### src/rtl/ltcminer_pkg.sv
// Shared constants, types and helpers for the miner's host-facing blocks.
package ltcminer_pkg;

    localparam int unsigned NONCE_W         = 32;
    localparam int unsigned BYTES_PER_NONCE = 4;
    localparam int unsigned UART_FRAME_BITS = 10;

    typedef enum logic [1:0] {
        IDLE,
        START,
        DATA,
        STOP
    } tx_state_t;

    // hash_clk cycles per UART bit, truncated.
    function automatic int unsigned uart_div(input int unsigned speed_mhz,
                                             input int unsigned baud);
        return (speed_mhz * 32'd1000000) / baud;
    endfunction

endpackage

### src/rtl/nonce_fifo.sv
// Small circular queue of golden nonces; a push while full is honoured only when a pop
// frees a slot in the same cycle.
module nonce_fifo #(
    parameter int unsigned DEPTH = 4,
    parameter int unsigned WIDTH = 32
) (
    input  logic             clk,
    input  logic             rst_n,
    input  logic             push,
    input  logic [WIDTH-1:0] push_data,
    input  logic             pop,
    output logic [WIDTH-1:0] pop_data,
    output logic             empty,
    output logic             full
);

    localparam int unsigned AW = (DEPTH > 1) ? $clog2(DEPTH) : 1;
    localparam logic [AW:0] FullCount = (AW + 1)'(DEPTH);

    if (DEPTH < 2 || (DEPTH & (DEPTH - 1)) != 0) begin : g_depth_check
        $error("nonce_fifo: DEPTH must be a power of 2, minimum 2");
    end

    logic [WIDTH-1:0] mem_q [DEPTH];
    logic [AW-1:0]    wr_ptr_q, wr_ptr_d;
    logic [AW-1:0]    rd_ptr_q, rd_ptr_d;
    logic [AW:0]      count_q, count_d;
    logic             do_push, do_pop;

    assign empty    = (count_q == '0);
    assign full     = (count_q == FullCount);
    assign do_pop   = pop && !empty;
    assign do_push  = push && (!full || do_pop);
    assign pop_data = mem_q[rd_ptr_q];

    always_comb begin
        wr_ptr_d = wr_ptr_q;
        rd_ptr_d = rd_ptr_q;
        count_d  = count_q;
        if (do_push) wr_ptr_d = wr_ptr_q + 1'b1;
        if (do_pop)  rd_ptr_d = rd_ptr_q + 1'b1;
        case ({do_push, do_pop})
            2'b10:   count_d = count_q + 1'b1;
            2'b01:   count_d = count_q - 1'b1;
            default: count_d = count_q;
        endcase
    end

    always_ff @(posedge clk or negedge rst_n) begin
        if (!rst_n) begin
            wr_ptr_q <= '0;
            rd_ptr_q <= '0;
            count_q  <= '0;
        end else begin
            wr_ptr_q <= wr_ptr_d;
            rd_ptr_q <= rd_ptr_d;
            count_q  <= count_d;
        end
    end

    always_ff @(posedge clk) begin
        if (do_push) mem_q[wr_ptr_q] <= push_data;
    end

endmodule

### src/rtl/nonce_uart_tx.sv
// Queues golden nonces and sends each to the host as four 8N1 bytes, LSB byte first.
module nonce_uart_tx
    import ltcminer_pkg::*;
#(
    parameter int unsigned SPEED_MHZ  = 25,
    parameter int unsigned BAUD       = 115200,
    parameter int unsigned FIFO_DEPTH = 4
) (
    input  logic               hash_clk,
    input  logic               rst_n,
    input  logic [NONCE_W-1:0] golden_nonce,
    input  logic               golden_nonce_match,
    output logic               txd,
    output logic               busy,
    output logic               fifo_full,
    output logic [7:0]         dropped
);

    localparam int unsigned DIV = uart_div(SPEED_MHZ, BAUD);
    localparam int unsigned CW  = (DIV >= 2) ? $clog2(DIV) : 1;
    localparam logic [CW-1:0] BitReload = CW'(DIV - 1);
    localparam logic [1:0]    LastByte  = 2'(BYTES_PER_NONCE - 1);
    localparam logic [2:0]    LastBit   = 3'(UART_FRAME_BITS - 3);

    if (DIV < 2) begin : g_div_check
        $error("nonce_uart_tx: SPEED_MHZ*1e6/BAUD must be at least 2");
    end

    tx_state_t          state_q, state_d;
    logic [CW-1:0]      cnt_q, cnt_d;
    logic [2:0]         bit_idx_q, bit_idx_d;
    logic [1:0]         byte_idx_q, byte_idx_d;
    logic [NONCE_W-1:0] shreg_q, shreg_d;
    logic               txd_q, txd_d;
    logic               busy_q, busy_d;
    logic [7:0]         dropped_q, dropped_d;

    logic               pop;
    logic               fifo_empty;
    logic               fifo_full_w;
    logic [NONCE_W-1:0] fifo_data;
    logic [7:0]         cur_byte;
    logic [2:0]         bit_nxt;

    nonce_fifo #(
        .DEPTH (FIFO_DEPTH),
        .WIDTH (NONCE_W)
    ) u_fifo (
        .clk       (hash_clk),
        .rst_n     (rst_n),
        .push      (golden_nonce_match),
        .push_data (golden_nonce),
        .pop       (pop),
        .pop_data  (fifo_data),
        .empty     (fifo_empty),
        .full      (fifo_full_w)
    );

    always_comb begin
        state_d    = state_q;
        cnt_d      = cnt_q;
        bit_idx_d  = bit_idx_q;
        byte_idx_d = byte_idx_q;
        shreg_d    = shreg_q;
        txd_d      = txd_q;
        dropped_d  = dropped_q;
        pop        = 1'b0;
        cur_byte   = shreg_q[7:0];
        bit_nxt    = bit_idx_q + 3'd1;

        unique case (state_q)
            IDLE: begin
                txd_d = 1'b1;
                if (!fifo_empty) begin
                    pop        = 1'b1;
                    shreg_d    = fifo_data;
                    byte_idx_d = '0;
                    cnt_d      = BitReload;
                    txd_d      = 1'b0;
                    state_d    = START;
                end
            end
            START: begin
                if (cnt_q == '0) begin
                    cnt_d     = BitReload;
                    bit_idx_d = '0;
                    txd_d     = cur_byte[0];
                    state_d   = DATA;
                end else begin
                    cnt_d = cnt_q - 1'b1;
                end
            end
            DATA: begin
                if (cnt_q == '0) begin
                    cnt_d = BitReload;
                    if (bit_idx_q == LastBit) begin
                        txd_d   = 1'b1;
                        state_d = STOP;
                    end else begin
                        bit_idx_d = bit_nxt;
                        txd_d     = cur_byte[bit_nxt];
                    end
                end else begin
                    cnt_d = cnt_q - 1'b1;
                end
            end
            STOP: begin
                if (cnt_q == '0) begin
                    if (byte_idx_q != LastByte) begin
                        // Next byte starts with no idle gap after this stop bit.
                        shreg_d    = shreg_q >> 8;
                        byte_idx_d = byte_idx_q + 2'd1;
                        cnt_d      = BitReload;
                        txd_d      = 1'b0;
                        state_d    = START;
                    end else begin
                        state_d = IDLE;
                    end
                end else begin
                    cnt_d = cnt_q - 1'b1;
                end
            end
            default: state_d = IDLE;
        endcase

        if (golden_nonce_match && fifo_full_w && !pop && dropped_q != 8'hff) begin
            dropped_d = dropped_q + 8'd1;
        end
        busy_d = (state_q != IDLE) || !fifo_empty;
    end

    always_ff @(posedge hash_clk or negedge rst_n) begin
        if (!rst_n) begin
            state_q    <= IDLE;
            cnt_q      <= '0;
            bit_idx_q  <= '0;
            byte_idx_q <= '0;
            shreg_q    <= '0;
            txd_q      <= 1'b1;
            busy_q     <= 1'b0;
            dropped_q  <= '0;
        end else begin
            state_q    <= state_d;
            cnt_q      <= cnt_d;
            bit_idx_q  <= bit_idx_d;
            byte_idx_q <= byte_idx_d;
            shreg_q    <= shreg_d;
            txd_q      <= txd_d;
            busy_q     <= busy_d;
            dropped_q  <= dropped_d;
        end
    end

    assign txd       = txd_q;
    assign busy      = busy_q;
    assign fifo_full = fifo_full_w;
    assign dropped   = dropped_q;

endmodule

### config.mk
export PLATFORM = sky130hd
export DESIGN_NAME = nonce_uart_tx
export DESIGN_NICKNAME = d
export VERILOG_FILES = /design/src/rtl/ltcminer_pkg.sv /design/src/rtl/nonce_fifo.sv /design/src/rtl/nonce_uart_tx.sv
export SDC_FILE = /design/constraint.sdc
export NUM_CORES = 1
export LEC_CHECK = 0
export ABC_CLOCK_PERIOD_IN_PS = 3100
export CORE_MARGIN = 1.5
export CORE_UTILIZATION = 50
export DETAILED_ROUTE_END_ITERATION = 6
export GPL_TIMING_DRIVEN = 0
export PLACE_DENSITY = 0.67
export REMOVE_ABC_BUFFERS = 1
export SLEW_MARGIN = 25
export SYNTH_ARGS = -nofsm -noshare
export SYNTH_HDL_FRONTEND = slang
export SYNTH_SLANG_ARGS = --single-unit
### constraint.sdc
create_clock -name hash_clk -period 3.1 [get_ports hash_clk]
set_clock_uncertainty 0.05 [all_clocks]
set_input_delay 0.62 -clock hash_clk [delete_from_list [all_inputs] [get_ports hash_clk]]
set_output_delay 0.62 -clock hash_clk [all_outputs]
set_load 0.005 [all_outputs]
==> results of run 1 <==
==> cell type report <==
type                       instances  area [µm²]  share of cell area
sequential                       192        5450               0.566
multi-input combinational        295        2580               0.267
timing repair buffer              58         641              0.0665
clock buffer                      17         425              0.0442
tap                              216         270              0.0281
clock inverter                    15         208              0.0216
inverter                          16        61.3             0.00636
==> cells in the final DEF (no fill, tap or decap), drive strengths merged, types with 2 or more instances in the layout <==
master           n
mux2            27
nor4b            3
nor3b            2
nand3           10
clkdlybuf4s50   44
clkbuf          17
nand2           95
o22ai            2
and2             6
o31ai           12
and3             3
inv             23
nand4            2
nor2            11
dfrtp           63
mux2i            5
o21ai           21
xnor2            4
clkinv           7
nor3             6
edfxtp         128
a21oi            4
buf             14
nor2b            3
a22o             3
o41ai            3
or4              2
ha              16
nand2b           2
xor2             9
mux4            32
==> logic make-up after synthesis <==
family	count (synthesis)	synth area share
DFF	192	0.665
buffers and inverters	38	0.0221
xor gates and xnor gates	13	0.0139
adders and majority gates	17	0.0269
AOI/OAI and AO/OA	53	0.0448
and+or+nand+nor	148	0.0869
muxes	64	0.140
==> sequential cells by signal, indices dropped and copies added (netlist names), 2 cells and up <==
signal           flops
u_fifo.mem_q       128
u_fifo.wr_ptr_q      2
byte_idx_q           2
cnt_q                8
dropped              8
u_fifo.rd_ptr_q      2
shreg_q             32
u_fifo.count_q       3
state_q              2
bit_idx_q            3
==> path summary, 6_finish.rpt <==
path                                   startpoint                        end  slack, ns  depth (start not counted)
max reg2reg                state_q[0]$_DFFE_PN0P_  byte_idx_q[1]$_DFFE_PN0P_       0.26                          7
min in group hash_clk      dropped[6]$_DFFE_PN0P_     dropped[6]$_DFFE_PN0P_       0.46                          1
max in group asynchronous                   rst_n            txd$_DFFE_PN1P_       2.42                          2
min reg2reg                dropped[6]$_DFFE_PN0P_     dropped[6]$_DFFE_PN0P_       0.46                          1
min                                         rst_n       cnt_q[0]$_DFFE_PN0P_       0.01                          1
max                        state_q[0]$_DFFE_PN0P_  byte_idx_q[1]$_DFFE_PN0P_       0.26                          7
==> what timing repair did <==
item                       in CTS  in global routing
buffers inserted                5                  0
resized for setup               0                  1
pin swaps                       1                  0
setup endpoints to repair      25                  1
==> stage by stage <==
stage	std cells	hold WS, ns
final	809	0.0119
after global routing	809	0.0147
after CTS	809	0.00770
after detailed placement	772	0.445
after global placement	764	0.428
after floorplan	503	0.274
==> power by group through the flow <==
stage / logic, W / registers [W] / clock network [W]
finish: 0.00323 / 0.00393 / 0.00225
CTS: 0.00329 / 0.00394 / 0.00230
global placement: 0.00283 / 0.00411 / 0
detailed placement: 0.00319 / 0.00399 / 0
global route: 0.00357 / 0.00402 / 0.00239
floorplan: 0.00222 / 0.00394 / 0
==> metal layers <==
metal,vias to the layer above,global-route usage
met1,2253,0.253
met4,0,0.0627
met2,86,0.328
li1,2070,-
met5,-,0
met3,21,0.0432
==> critical path, stage by stage, from the launching register on <==
cell	delay, ns
dfrtp_1	0.42
ha_2	0.59
clkinv_2	0.61
a32oi_4	0.48
buf_4	0.27
buf_4	0.15
o21ai_0	0.07
o31ai_1	0.09
==> metrics.md, run 1 <==
| Metric | Value |
|---|---|
| Status | `finished, final reports clean` |
| Yosys reg bits | `192` |
| I/O Pins | `46` |
| Critical Path RT | `3.39 ns` |
| Initial Util | `0.514` |
| Vias in the first global route | `4694` |
| Drt wl/cell | `18.4 µm` |
| Clock sink count | `192` |
| Setup violations, final | `0` |
| CTS Buffer Depth | `2` |
| Drt total wl | `14900 µm` |
| Routed metal-1 wire length | `6430 µm` |
| Final Hold Vio Count | `0` |
| Core region area | `15900 µm²` |
| Hold_buf cts | `0` |
| Fill count | `1199` |
| Post-layout minimum cycle time | `2.84 ns` |
| Slew Limit Fails | `0` |
| Largest driver fanout on the critical path | `34` |
| Global Route Usage Sum | `0.195` |
| DRC | `0` |
| Logic pwr share | `0.343` |
| Nets | `632` |
| Die width | `131 µm` |
| Area Growth Syn to Fin | `17.6%` |
| Post-route ant nets | `0` |
| Largest net degree at the start of global routing | `47` |
| Syn avg cell area | `15.6 µm²` |
| FFs w/ async S/R, synth | `0.333` |
| Final worst slack | `0.259 ns` |
| Worst-skew pair later-pin latency | `0.44 ns` |
| Post-synth EDFFs | `128` |
| PwrDens | `977 nW/µm²` |
| Yosys warning count | `0` |
| Cells after Synth | `525` |
| TNS Setup | `0 ns` |
| Setup crit start kind | `flip-flop` |
| Max rail drop VDD | `0.528 mV` |
| Routed vias/inst | `5.48` |
| Met2 WL | `7670 µm` |
| Post-synth top area cell | `edfxtp_1` |
| Pleak | `3.64 nW` |
| DP Area | `8960 µm²` |
| Final Cycle Share | `0.916` |
| Max Cap Viol | `0` |
| Row count | `46` |
| DR vias | `4430` |
| Power Internal | `0.00631 W` |
| Rel. slew slack | `0.516` |
| Placer congestion estimate | `0.755` |
| Most frequent cell after synthesis | `edfxtp_1` |
| Actual slew at the worst max-slew pin | `0.723 ns` |
| Met3 WL | `575 µm` |
| Synthesized area | `8190 µm²` |
| P_sw | `0.00311 W` |
| Initial DRC count | `274` |
| Inserted Clock Buffers | `17` |
| Setup CP Type | `reg -> reg` |
| Layout Utilization | `0.604` |
| IO buf count | `45` |
| Switching Fraction | `0.330` |
| Top routing layer in use | `met4` |
| Remaining global-route overflow | `0` |
| Diode count | `0` |
| Root buffer selected by CTS | `clkbuf_16` |
| Yosys top cell area share | `0.469` |
| Initial antenna violation count | `0` |
| Synth area leaders | `edfxtp_1 (47%), dfrtp_1 (19%), mux4_2 (8.8%)` |
| CTS tree | `done` |
| Synth Flop Type | `edfxtp_1` |
| Die height | `131 µm` |
| Router iterations before antenna repair | `5` |
| Sequential share of power | `0.418` |
| Die area | `17200 µm²` |
| RSZ-0062 raised after global routing | `no` |
| Share of layout cells above drive strength 1 | `0.206` |
| Max Clock Freq | `352 MHz` |
| Synth cell types | `49` |
| Commonest cells post-synth | `edfxtp_1 (128), nand2_1 (95), dfrtp_1 (63), mux4_2 (32), o21ai_0 (21)` |
| Hold Crit Class | `in -> async` |
| H-tree levels | `4` |
| Clock slew at reported path FFs | `0.07 ns` |
| Dpl ws | `-0.164 ns` |
| Tot Pwr | `0.00941 W` |
| Global-route wire length before repair | `24600 µm` |
| CP Capture Type | `flip-flop` |
| Post-layout instance area | `9630 µm²` |
| Clk network pwr share | `0.240` |
| Crit path DAT | `3.13 ns` |
| Seq/Total Area, Yosys | `0.665` |
| HPWL after DPL | `9440 µm` |
Note: power is estimated with default switching activity, not from simulation.
==> inputs of run 2 (changes only) <==
- CORE_MARGIN: 1.5 -> 2
==> metrics.md, run 2 (synthesis gave the netlist of run 1 again) <==
| Metric | Value |
|---|---|
| Status | `finished, final reports clean` |
| Met1 usage | `0.226` |
| Final Cycle Share | `0.893` |
| RSZ-0062 raised after global routing | `no` |
| Share of layout cells above drive strength 1 | `0.190` |
| Routed vias/inst | `5.48` |
| Initial Util | `0.514` |
| DP Area | `8990 µm²` |
| H-tree levels | `4` |
| DR vias | `4418` |
| CP Depth | `11` |
| HPWL after DPL | `9400 µm` |
| R2R Setup Slk | `0.33 ns` |
| Pleak | `3.60 nW` |
| Cells along the critical path | `inv_1 > ha_1 > nor4b_1 > nor2b_1 > inv_1 > ha_1 > inv_1 > fa_1 > xor2_1 > nor2_1 > xor2_1` |
| Hold Crit Class | `in -> async` |
| GRT busiest layer | `met2` |
| Post-layout minimum cycle time | `2.77 ns` |
| Area Growth Syn to Fin | `16.6%` |
| Max Cap Viol | `0` |
| DRC | `0` |
| Register with the most flip-flops | `u_fifo.mem_q` |
| PwrDens | `959 nW/µm²` |
| Die width | `132 µm` |
| Initial DRC count | `192` |
| Setup crit start | `state_q[0]$_DFFE_PN0P_` |
| Diode count | `0` |
| Router iterations before antenna repair | `6` |
| Top flop regs | `u_fifo.mem_q: 128 flops, shreg_q: 32 flops` |
| CTS Buffer Depth | `2` |
| Actual slew at the worst max-slew pin | `0.649 ns` |
| Commonest non-fill, non-tap cells in the layout | `edfxtp_1 (128), nand2_1 (95), dfrtp_1 (61), clkdlybuf4s50_1 (44), mux4_2 (32)` |
| Slew Limit Fails | `0` |
| Final Hold Vio Count | `0` |
| Post-layout instance area | `9550 µm²` |
| Placer congestion estimate | `0.763` |
| Drt total wl | `14300 µm` |
| Worst-skew pair later-pin latency | `0.42 ns` |
| Die height | `132 µm` |
| I/O Pins | `46` |
| Setup crit start kind | `flip-flop` |
| Tot Pwr | `0.00916 W` |
| Inserted Clock Buffers | `17` |
| Nets | `629` |
| Post-route ant nets | `0` |
| Remaining global-route overflow | `0` |
| Largest register FFs | `128` |
| CP Capture Type | `flip-flop` |
| Clock slew at reported path FFs | `0.07 ns` |
| Largest driver fanout on the critical path | `8` |
| CP max-delay cell | `nor4b_1` |
| Largest net degree at the start of global routing | `38` |
| Crit path to | `u_fifo.count_q[2]$_DFFE_PN0P_` |
| Reg2reg start | `state_q[0]$_DFFE_PN0P_` |
| Setup violations, final | `0` |
| Vias in the first global route | `4727` |
| Core region area | `15900 µm²` |
| Drt wl/cell | `17.7 µm` |
| Critical Path RT | `3.40 ns` |
| CP most frequent cell | `inv_1` |
| Root buffer selected by CTS | `clkbuf_16` |
| Crit path DAT | `3.07 ns` |
| IO buf count | `45` |
| Reg2reg end | `u_fifo.count_q[2]$_DFFE_PN0P_` |
| Row count | `46` |
| Max rail drop VDD | `0.482 mV` |
| CTS tree | `done` |
| Hold slack | `0.0612 ns` |
| GR met2 Demand/Resource | `0.299` |
| Die area | `17400 µm²` |
| Global Route Usage Sum | `0.179` |
| Rel. slew slack | `0.565` |
| Reg2reg path depth | `11` |
| Most common cell after layout, fill and taps aside | `edfxtp_1` |
| Setup CP Type | `reg -> reg` |
| Clock sink count | `192` |
| Max Clock Freq | `361 MHz` |
| Initial antenna violation count | `0` |
| Met3 global-route usage | `0.0396` |
| Top delay family on crit path | `adder cells` |
| Global-route wire length before repair | `24200 µm` |
| Critical Path Max Stage Delay | `0.45 ns` |
| Buf/Inv on CP | `3` |
-- run 2: worst reg2reg max path, cell delays in order, from the launching register on --
cell and delay [ns]:
dfrtp_1 0.42, inv_1 0.11, ha_1 0.29, nor4b_1 0.45, nor2b_1 0.25, inv_1 0.11, ha_1 0.18, inv_1 0.06
fa_1 0.37, xor2_1 0.15, nor2_1 0.12, xor2_1 0.15
-- run 2: power breakdown --
| part | switching (W) | total [W] | internal (W) | leakage, nW |
|---|---|---|---|---|
| Clock | 0.000889 | 0.00207 | 0.00118 | 0.267 |
| Combinational | 0.00155 | 0.00317 | 0.00162 | 1.38 |
| Sequential | 0.000429 | 0.00392 | 0.00349 | 1.95 |
-- run 2: layout make-up --
class | instances | area (µm²)
fill | 1189 | 6390
sequential | 192 | 5450
multi-input combinational | 295 | 2570
timing repair buffer | 55 | 644
clock buffer | 20 | 437
tap | 216 | 270
clock inverter | 12 | 116
inverter | 16 | 61.3
-- run 2: routing by layer --
layer	wire (µm)	part of all wire
met3	471	0.033
met5	0	0
met1	6380	0.45
met4	301	0.021
met2	7150	0.50
-- run 2: stage by stage --
step | cells | TNS, ns | worst slack [ns] | util
after detailed placement | 773 | -38.68 | -1.24 | 0.564
after CTS | 806 | 0 | 0.299 | 0.599
after global placement | 764 | -130.25 | -1.21 | 0.551
after floorplan | 503 | -0.647 | -0.0303 | -
after global routing | 806 | 0 | 0.0983 | 0.599
final | 806 | 0 | 0.332 | 0.599
-- run 2: worst min path at each step --
stage	from	end	slack, ns	depth (start not counted)
global placement	dropped[6]$_DFFE_PN0P_	dropped[6]$_DFFE_PN0P_	0.43	1
finish	rst_n	bit_idx_q[1]$_DFFE_PN0P_	0.06	1
global route	rst_n	bit_idx_q[1]$_DFFE_PN0P_	0.07	1
CTS	rst_n	bit_idx_q[1]$_DFFE_PN0P_	0.06	1
detailed placement	dropped[6]$_DFFE_PN0P_	dropped[6]$_DFFE_PN0P_	0.44	1
floorplan	rst_n	bit_idx_q[0]$_DFFE_PN0P_	0.27	0
-- run 2: repair_timing --
item / CTS / global route
buffers inserted: 1 / 0
endpoints found under the hold margin: 0 / 0
hold buffers: 0 / 0
resized for setup: 2 / 0
endpoints found under the setup margin: 34 / 0
